==> src/rtl/processor_16x4.sv <==
// 4-bit, 16-register multicycle core: FETCH, DECODE, EXECUTE and WRITEBACK take one clock each.
// It executes the 12-bit word present on instructionReg at each FETCH edge.
module processor_16x4 (
    input  logic        clk,
    input  logic        rst,
    input  logic [11:0] instructionReg,
    output logic [3:0]  resultReg
);

    typedef enum logic [1:0] {
        FETCH     = 2'd0,
        DECODE    = 2'd1,
        EXECUTE   = 2'd2,
        WRITEBACK = 2'd3
    } state_t;

    state_t      state_reg;
    logic [11:0] ir_reg;
    logic [3:0]  op_a_reg;
    logic [3:0]  op_b_reg;
    logic [3:0]  temp_reg;
    logic [3:0]  result_reg;
    logic [3:0]  regs_reg [16];
    logic [3:0]  alu_next;

    logic       ir_imm;
    logic [2:0] ir_op;
    logic [3:0] ir_rd;
    logic [3:0] ir_rs;

    assign ir_imm    = ir_reg[11];
    assign ir_op     = ir_reg[10:8];
    assign ir_rd     = ir_reg[7:4];
    assign ir_rs     = ir_reg[3:0];
    assign resultReg = result_reg;

    // For immediate moves, operand B already holds imm4, so the ALU passes it through.
    always_comb begin
        alu_next = '0;
        if (ir_imm) begin
            alu_next = op_b_reg;
        end else begin
            case (ir_op)
                3'b000:  alu_next = op_a_reg + op_b_reg;
                3'b001:  alu_next = op_a_reg - op_b_reg;
                3'b010:  alu_next = {op_a_reg[2:0], 1'b0};
                3'b011:  alu_next = {1'b0, op_a_reg[3:1]};
                3'b100:  alu_next = op_a_reg & op_b_reg;
                3'b101:  alu_next = op_a_reg | op_b_reg;
                3'b110:  alu_next = op_a_reg ^ op_b_reg;
                default: alu_next = ~op_b_reg;
            endcase
        end
    end

    always_ff @(posedge clk or negedge rst) begin
        if (!rst) begin
            state_reg  <= FETCH;
            ir_reg     <= '0;
            op_a_reg   <= '0;
            op_b_reg   <= '0;
            temp_reg   <= '0;
            result_reg <= '0;
            for (int i = 0; i < 16; i++) begin
                regs_reg[i] <= '0;
            end
        end else begin
            case (state_reg)
                FETCH: begin
                    ir_reg    <= instructionReg;
                    state_reg <= DECODE;
                end
                DECODE: begin
                    op_a_reg  <= regs_reg[ir_rd];
                    op_b_reg  <= ir_imm ? ir_rs : regs_reg[ir_rs];
                    state_reg <= EXECUTE;
                end
                EXECUTE: begin
                    temp_reg  <= alu_next;
                    state_reg <= WRITEBACK;
                end
                default: begin
                    regs_reg[ir_rd] <= temp_reg;
                    result_reg      <= temp_reg;
                    state_reg       <= FETCH;
                end
            endcase
        end
    end

endmodule

==> config.mk <==
export PLATFORM = sky130hd
export DESIGN_NAME = processor_16x4
export DESIGN_NICKNAME = d
export VERILOG_FILES = /design/src/rtl/processor_16x4.sv
export SDC_FILE = /design/constraint.sdc
export NUM_CORES = 1
export LEC_CHECK = 0
export CORE_ASPECT_RATIO = 0.9
export CORE_MARGIN = 1
export CORE_UTILIZATION = 60
export CTS_CLUSTER_DIAMETER = 150
export DETAILED_ROUTE_END_ITERATION = 8
export GPL_TIMING_DRIVEN = 0
export PLACE_DENSITY = 0.79
export SLEW_MARGIN = 20
export SYNTH_ARGS = -nofsm -noshare
export SYNTH_HDL_FRONTEND = slang
export SYNTH_SLANG_ARGS = --single-unit
==> constraint.sdc <==
create_clock -name clk -period 3.5 [get_ports clk]
set_input_delay 0.525 -clock clk [delete_from_list [all_inputs] [get_ports clk]]
set_output_delay 0.525 -clock clk [all_outputs]
set_load 0.02 [all_outputs]
==> impl_results.md <==
* Status: complete, no violations
* H-tree depth at 3
* Post_cts resized at 0
* Multi-input logic area at 2665 um2
* Post-Synthesis Cells at 409
* R2R setup slack at 0.70 ns
* Nets at 470
* Final hold vios at 0
* Placed wire-length estimate at 9.000 mm
* Die ar. at 9065 um2
* RSZ-0062 raised after global routing: no
* Max VDD drop at 0.0004321 V
* Slew Limit Fails at 0
* Post-synth ARST share at 100.0%
* PwrDens at 501.7 nW/um2
* Hold slack at 0.5288 ns
* WL/cell at 22.05 um
* Register bit total from synthesis at 94
* Number of max-cap violations at 0
* Hold EP: resultReg[3]$_DFFE_PN0P_
* Mapped Area at 5212 um2
* Reg2Reg Depth at 8
* Most used cell, CP: o21ai_0
* Post-synth top area cell: dfrtp_1
* Sequential area share after synthesis at 45.13%
* Number of synthesized flops with an enable pin at 0
* Endpoints failing setup at 0
* Initial antenna violation count at 0
* Top cells by count, synth: dfrtp_1, mux2_2, mux4_2, o21ai_0, nor2_1
* Worst Skew at 0.006627 ns
* Final period util at 80.06%
* YS warnings at 0
* WP data arrival at 3.09 ns
* Worst r2r dst: temp_reg[2]$_DFFE_PN0N_
* Global-route wire length before repair at 20.00 mm
* GRT overflow at 0
* Port buffer count at 17
* WP buf/inv at 0
* CP top delay family: compound AO/OA/AOI/OAI gates
* DRT Pass-1 Iters at 5
* Hold Path Class: flip-flop to flip-flop
* Worst path max stage delay at 0.48 ns
* Max-slew headroom at 38.69%
* Die H at 90.43 um
* Largest register FFs at 64
* CTS Sinks at 94
* Gr usage total at 29.59%
* # rows at 31
* Initial Util at 63.39%
* Cell Chain, Critical Path: nor3b_1, mux2_2, fa_1, xor2_1, o21ai_0, o21ai_0, a221o_1, a31oi_1
* DR vias/cell at 6.442
* Largest net degree at the start of global routing at 72
* Max Freq at 0.3569 GHz
* Worst hold stages at 1
* Reg area at 2352 um2
* Post-synth cell types at 42
* Initial DRC count at 272
* Deepest clock path buffer count at 2
* Core Util, Final at 70.24%
* Synth Flop Type: dfrtp_1
* Share of Yosys cell area claimed by the top area cell type at 45.13%
* Clk slew on worst S/H paths at 0.10 ns
* Startpoint Class: flip-flop
* Layout area overhead at 10.80%
* CTS Buf Count at 9
* Fillcell total at 595
* Core Region at 8223 um2
* CP Class: flip-flop to flip-flop
* CTS tree: built
* Die X at 100.3 um
* Final ANT Viol Nets at 0
* CP Max Fanout at 8
* Leakage at 0.002481 uW
* Root buffer cell: clkbuf_8
* DRT Wirelength at 12.33 mm
* Top Ports at 18
* Vias at 3601
* Worst slew pin tran at 0.9126 ns
* Critical Path End Type: flip-flop
* Min-delay src: resultReg[3]$_DFFE_PN0P_
* CP Data Required Time at 3.79 ns
* Top-count cell post-synth: dfrtp_1
* Via count of the first global-routing pass at 3768
* Placer Congestion at 0.9206
* Clk Latency, worst-skew pair at 0.37 ns
* Min Clock Period, post-route at 2.802 ns
* Antenna cells at 0
* Layout cells sized above 1 at 32.88%
* Residual DRC at 0
* Syn nets at 440
* Mapped Avg Cell Area at 12.74 um2
* Crit path launch: ir_reg[9]$_DFFE_PN0P_
* Worst r2r src: ir_reg[9]$_DFFE_PN0P_
* Synth area leaders: dfrtp_1, mux2_2, mux4_2, ha_1, o21ai_0
* CP max stage cell: dfrtp_1
==> layout make-up <==
type	instances	share of cell area (%)
multi-input cells	272	46.14
flip-flops and latches	94	40.73
repair buffers	19	3.618
well taps	115	2.491
plain buffers	27	2.340
clock buffers	9	2.145
clock inverters	7	1.495
inverters	16	1.040
==> worst max-delay path by stage <==
stage                                          to  cells past startpoint
after global routing      temp_reg[2]$_DFFE_PN0N_                      8
after floorplan           temp_reg[2]$_DFFE_PN0N_                      8
after CTS                 temp_reg[2]$_DFFE_PN0N_                      8
after detailed placement  temp_reg[2]$_DFFE_PN0N_                      8
after global placement    regs_reg[7]$_DFFE_PN0P_                      1
final                     temp_reg[2]$_DFFE_PN0N_                      8
==> logic make-up (layout without fill, tap and decap cells) <==
kind of cell    count (synthesis)  count (layout)  synth area share [%]
xor+xnor                        3               3                0.5042
mux                           117             117                 31.69
flops                          94              94                 45.13
simple gates                   71              71                 6.985
compound gates                 64              64                 7.729
fa+ha+maj                      17              17                 4.225
buf+inv                        43              78                 3.744
==> worst reg2reg max path, stage by stage (launching register included) <==
cell,delay [ns]
dfrtp_1,0.48
nor3b_1,0.45
mux2_2,0.43
fa_1,0.40
xor2_1,0.17
o21ai_0,0.13
o21ai_0,0.09
a221o_1,0.38
a31oi_1,0.19
==> cell usage in the layout, fill, tap and decap left out, drive strengths merged, types with 5 or more instances in the layout <==
| cell type | instances |
|---|---|
| a21oi | 8 |
| a22o | 8 |
| buf | 15 |
| clkbuf | 23 |
| clkdlybuf4s50 | 16 |
| dfrtp | 94 |
| ha | 16 |
| inv | 20 |
| mux2 | 84 |
| mux4 | 30 |
| nand2 | 15 |
| nand3 | 5 |
| nand3b | 6 |
| nor2 | 19 |
| nor2b | 7 |
| nor3 | 5 |
| o21ai | 29 |
==> layer usage <==
layer,part of all wire (%),track usage (%),vias up
met3,7.6,6.502,30
li1,-,-,1574
met2,47,44.98,158
met1,42,41.34,1839
met5,0,0,-
met4,3.4,12.68,0
==> through the flow <==
step	instances	TNS (ns)	setup WS (ns)	power [uW]	instance area (um2)
finish	559	0	0.6980	2898	5776
global route	559	0	0.5597	3031	5776
CTS	558	0	0.6980	2891	5766
detailed placement	542	0	0.7471	2127	5555
global placement	541	-142.19	-1.519	2087	5527
floorplan	409	0	1.052	1889	5213
==> report_power, final <==
| part | switching, uW | total [uW] | internal [uW] |
|---|---|---|---|
| Sequential | 171 | 1430 | 1260 |
| Clock | 428 | 775 | 347 |
| Combinational | 304 | 688 | 384 |
==> what timing repair did <==
item	in CTS	in global routing
setup endpoints to repair	0	0
hold buffers	0	1
buffers inserted	0	0
endpoints found under the hold margin	0	1
(Power assumes the default switching activity.)
==> RTL change 1: new RTL, same flow settings <==
Add an input register stage for `instructionReg`, without a reset; this delays it by one clock.
--- a/src/rtl/processor_16x4.sv
+++ b/src/rtl/processor_16x4.sv
@@ -14,4 +14,10 @@
         WRITEBACK = 2'd3
     } state_t;
+
+    logic [11:0] instructionReg_q;
+
+    always_ff @(posedge clk) begin
+        instructionReg_q <= instructionReg;
+    end
 
     state_t      state_reg;
@@ -68,5 +74,5 @@
             case (state_reg)
                 FETCH: begin
-                    ir_reg    <= instructionReg;
+                    ir_reg    <= instructionReg_q;
                     state_reg <= DECODE;
                 end
Formal check against the unedited RTL: not equivalent (a bounded check fails within 10 cycles, from zero or initial values and one cycle with rst low).
==> RTL change 1 against the original RTL <==
- sequential cell count increased by 12
- cell area increased by 4.2%
- worst setup slack got worse by 0.26 ns
- final cell count increased by 6.4%
- worst hold slack got worse by 0.50 ns
- count of clock-buffer cells in the layout increased by 1
- area after synthesis increased by 5.1%
- non-clock buffer count increased by 2
- largest cell class unchanged
- routed wire length increased by 3.3%
- power increased by 3.2%
==> RTL change 1: results (changes against the original RTL) <==
Non-clock buffer share=5.676% (-0.28 points); power density cells=496.9 mW/mm^2 (-0.95%); DRT iter0 DRCs=319 (+17%); Psw=0.9070 mW (+0.38%); fraction of layout cells with a size suffix above 1=15.97% (-17 points); CP max stage cell=or4_1; CP Max Fanout=10 (+2); most frequent cells after synthesis=94 x dfrtp_1, 55 x mux2_1, 32 x nand2_1; post-route insts no fill=595 (+6.4%); buffers outside the clock class=48 (+4.3%); min-delay worst type=input port to async pin; Slew headroom=61.23% (+23 points); mux share of post-synthesis cell area=28.69% (-3.0 points); Worst Skew=0.01591 ns (+0.009284 ns); area of the multi-input gates=0.002679 mm^2 (+0.52%); worst-skew pair later-pin latency=0.39 ns (+0.02 ns); Synth area leaders=dfrtp_1 43%, mux2_1 11%, mux4_2 8.6%; fraction of area in multi-input gates=44.51% (-1.6 points); Yosys reg bits=106 (+13%); Placed Area=0.005826 mm^2 (+4.9%); met2 WL post-DR=5.903 mm (+1.1%); Avg Cell Area, Syn=12.39 um^2 (-2.8%); multi-input gate count=289 (+6.3%); met3 GRT Util=7.774% (+1.3 points); dpl cells=579 (+6.8%); Final Wtd Congestion=0.9119 (-0.95%); Compound-Gate Fraction of Synth Area=8.017% (+0.29 points); VDD IR max=0.3690 mV (-15%); drt wl/cell=21.41 um (-2.9%); Leak Pwr=2.659 nW (+7.2%); Crit path arrival time=3.39 ns (+0.30 ns); post-synthesis xor/xnor area fraction=0.6396% (+0.14 points); status=finished clean; clock network power share=25.1% (-1.7 points); drt pass-1 iters=4 (-1); vias in the first global route=3807 (+1.0%); fillers=666 (+12%)
## RTL change 1: cell count changes in the layout (fill, tap and decap cells not counted), sizes merged, moves of 4 or more
cell | unedited run | this run
mux2i | 3 | 13
nand3 | 5 | 13
a21oi | 8 | 14
and2 | 4 | 0
a22o | 8 | 1
dfxtp | 0 | 12
mux2 | 84 | 72
a311oi | 0 | 4
nand2 | 15 | 32
## RTL change 1: worst paths after layout
kind / from / to / slack [ns] / cells past startpoint
min in group clk: instructionReg_q[11] / ir_reg[11] / 0.44 / 2
min reg2reg: instructionReg_q[11] / ir_reg[11] / 0.44 / 2
max reg2reg: ir_reg[8] / temp_reg[3] / 0.44 / 11
min: rst / ir_reg[10] / 0.03 / 1
max: ir_reg[8] / temp_reg[3] / 0.44 / 11
max in group asynchronous: rst / regs_reg[51] / 2.86 / 2
==> RTL change 2: new RTL, same flow settings <==
Without the edit above. Encoding of `state_t`: now one-hot (4 bits for 4 states).
--- a/src/rtl/processor_16x4.sv
+++ b/src/rtl/processor_16x4.sv
@@ -8,9 +8,9 @@
 );
 
-    typedef enum logic [1:0] {
-        FETCH     = 2'd0,
-        DECODE    = 2'd1,
-        EXECUTE   = 2'd2,
-        WRITEBACK = 2'd3
+    typedef enum logic [3:0] {
+        FETCH     = 4'b0001,
+        DECODE    = 4'b0010,
+        EXECUTE   = 4'b0100,
+        WRITEBACK = 4'b1000
     } state_t;
 
Check against the original RTL: same outputs for any inputs over 4 cycles, from zero or initial values and one cycle with rst low; so few cycles prove little.
==> RTL change 2 against the original RTL <==
- the run now ends with hold timing left
- final cell count down 0.18%
- critical path type unchanged
- power down 0.58%
- worst setup slack worse by 0.093 ns
- area after synthesis up 1.9%
- first-iteration DRC count up 41%
- cell area up 1.7%
- non-clock buffer count unchanged
- via count up 0.81%
- largest power group unchanged
- critical endpoint unchanged
- largest cell class unchanged
- routed wire length about the same
- clock power up 0.8%
- sequential cell count up 2
==> RTL change 2: results (changes against the original RTL) <==
first-pass GRT wire length=19.52 mm (-2.4%); drt wl/cell=22.10 um (+0.21%); multi-input gate count=267 (-1.8%); min-delay worst type=input port to async pin; adder-cell share of the synthesized area=3.205% (-1.0 points); CP Max Fanout=9 (+1); unique cell type count in the Yosys netlist=56 (+33%); Total GRT Usage=29.11% (-0.47 points); register area=0.002404 mm^2 (+2.2%); Avg Cell Area, Syn=13.11 um^2 (+2.9%); fraction of layout cells with a size suffix above 1=34.17% (+1.3 points); mux share of post-synthesis cell area=32.02% (+0.34 points); vias in the first global route=3661 (-2.8%); DRT iter0 DRCs=383 (+41%); FFs & Latches=96 (+2.1%); pre-CTS setup slack=0.6519 ns (-0.09515 ns); Final Hold Fails=3 (+3); internal power=2.031 mW (+1.8%); Worst R2R Setup Slack=0.60 ns (-0.09 ns); H-tree lvl count=3 (unchanged); failing checks=hold timing; worst hold slack=-0.005397 ns (-0.5342 ns); post-synthesis xor/xnor area fraction=0.4948% (-0.0093 points); area of the multi-input gates=0.002731 mm^2 (+2.5%); dpl hpwl=9.261 mm (+2.9%); fillers=635 (+6.7%); Leak Pwr=2.529 nW (+1.9%); Crit path arrival time=3.19 ns (+0.10 ns); clock network area share=3.685% (+0.045 points); inverter count=14 (-2); Placed Area=0.005658 mm^2 (+1.8%); Worst Skew=0.008583 ns (+0.001956 ns); Slew headroom=33.69% (-5.0 points); syn nets=432 (-1.8%); Crit path largest cell delay=0.58 ns (+0.10 ns); Compound-Gate Fraction of Synth Area=6.833% (-0.90 points); status=finished with violations; worst r2r path cells=9 (+1); Non-clock buffer share=5.474% (-0.48 points); final net count=461 (-1.9%); post-route insts no fill=558 (-0.18%); total number of vias=3630 (+0.81%); area grow syn2layout=10.63%; Layout clock buffers=13 (+4); Synth area leaders=dfrtp_1 45%, mux2_2 18%, mux4_2 13%; Seq/Total Area, Yosys=45.26% (+0.14 points); clk buf depth=2 (unchanged)
-- RTL change 2: cell types whose count changed after synthesis, sizes merged, moves of 6 or more --
| cell | change |
|---|---|
| o21ai | -13 |
| nand2 | +9 |
| clkbuf | +7 |
| buf | -6 |
| mux2i | +6 |
-- RTL change 2: worst register-to-register path, stage by stage, from the launching register on --
cell      delay (ns)
dfrtp_1         0.37
clkbuf_1        0.23
or3b_2          0.58
a21o_1          0.24
fa_1            0.43
xnor2_1         0.16
nor2_1          0.05
a211o_1         0.28
a221o_1         0.32
a31oi_1         0.17
-- RTL change 2: worst max-delay path by stage --
| stage | cells after the start | endpoint | slack, ns | startpoint |
|---|---|---|---|---|
| CTS | 9 | temp_reg[2] | 0.62 | ir_reg[9] |
| detailed placement | 9 | temp_reg[2] | 0.65 | ir_reg[9] |
| floorplan | 9 | temp_reg[2] | 0.87 | ir_reg[9] |
| global placement | 1 | regs_reg[18] | -1.42 | rst |
| finish | 9 | temp_reg[2] | 0.60 | ir_reg[9] |
| global route | 9 | temp_reg[2] | 0.41 | ir_reg[9] |
-- RTL change 2: power by group through the flow --
| stage | clock network, mW | logic, mW | registers [mW] |
|---|---|---|---|
| detailed placement | 0 | 0.650 | 1.46 |
| floorplan | 0 | 0.477 | 1.40 |
| CTS | 0.789 | 0.651 | 1.44 |
| global placement | 0 | 0.611 | 1.45 |
| finish | 0.781 | 0.649 | 1.45 |
| global route | 0.838 | 0.706 | 1.47 |
-- RTL change 2: per-layer routing --
metal / routed length [um] / up-vias / track usage (%)
li1: - / 1572 / -
met1: 5112 / 1827 / 41.34
met2: 5615 / 189 / 43.03
met3: 1224 / 42 / 8.006
met4: 378 / 0 / 10.63
met5: 0 / - / 0
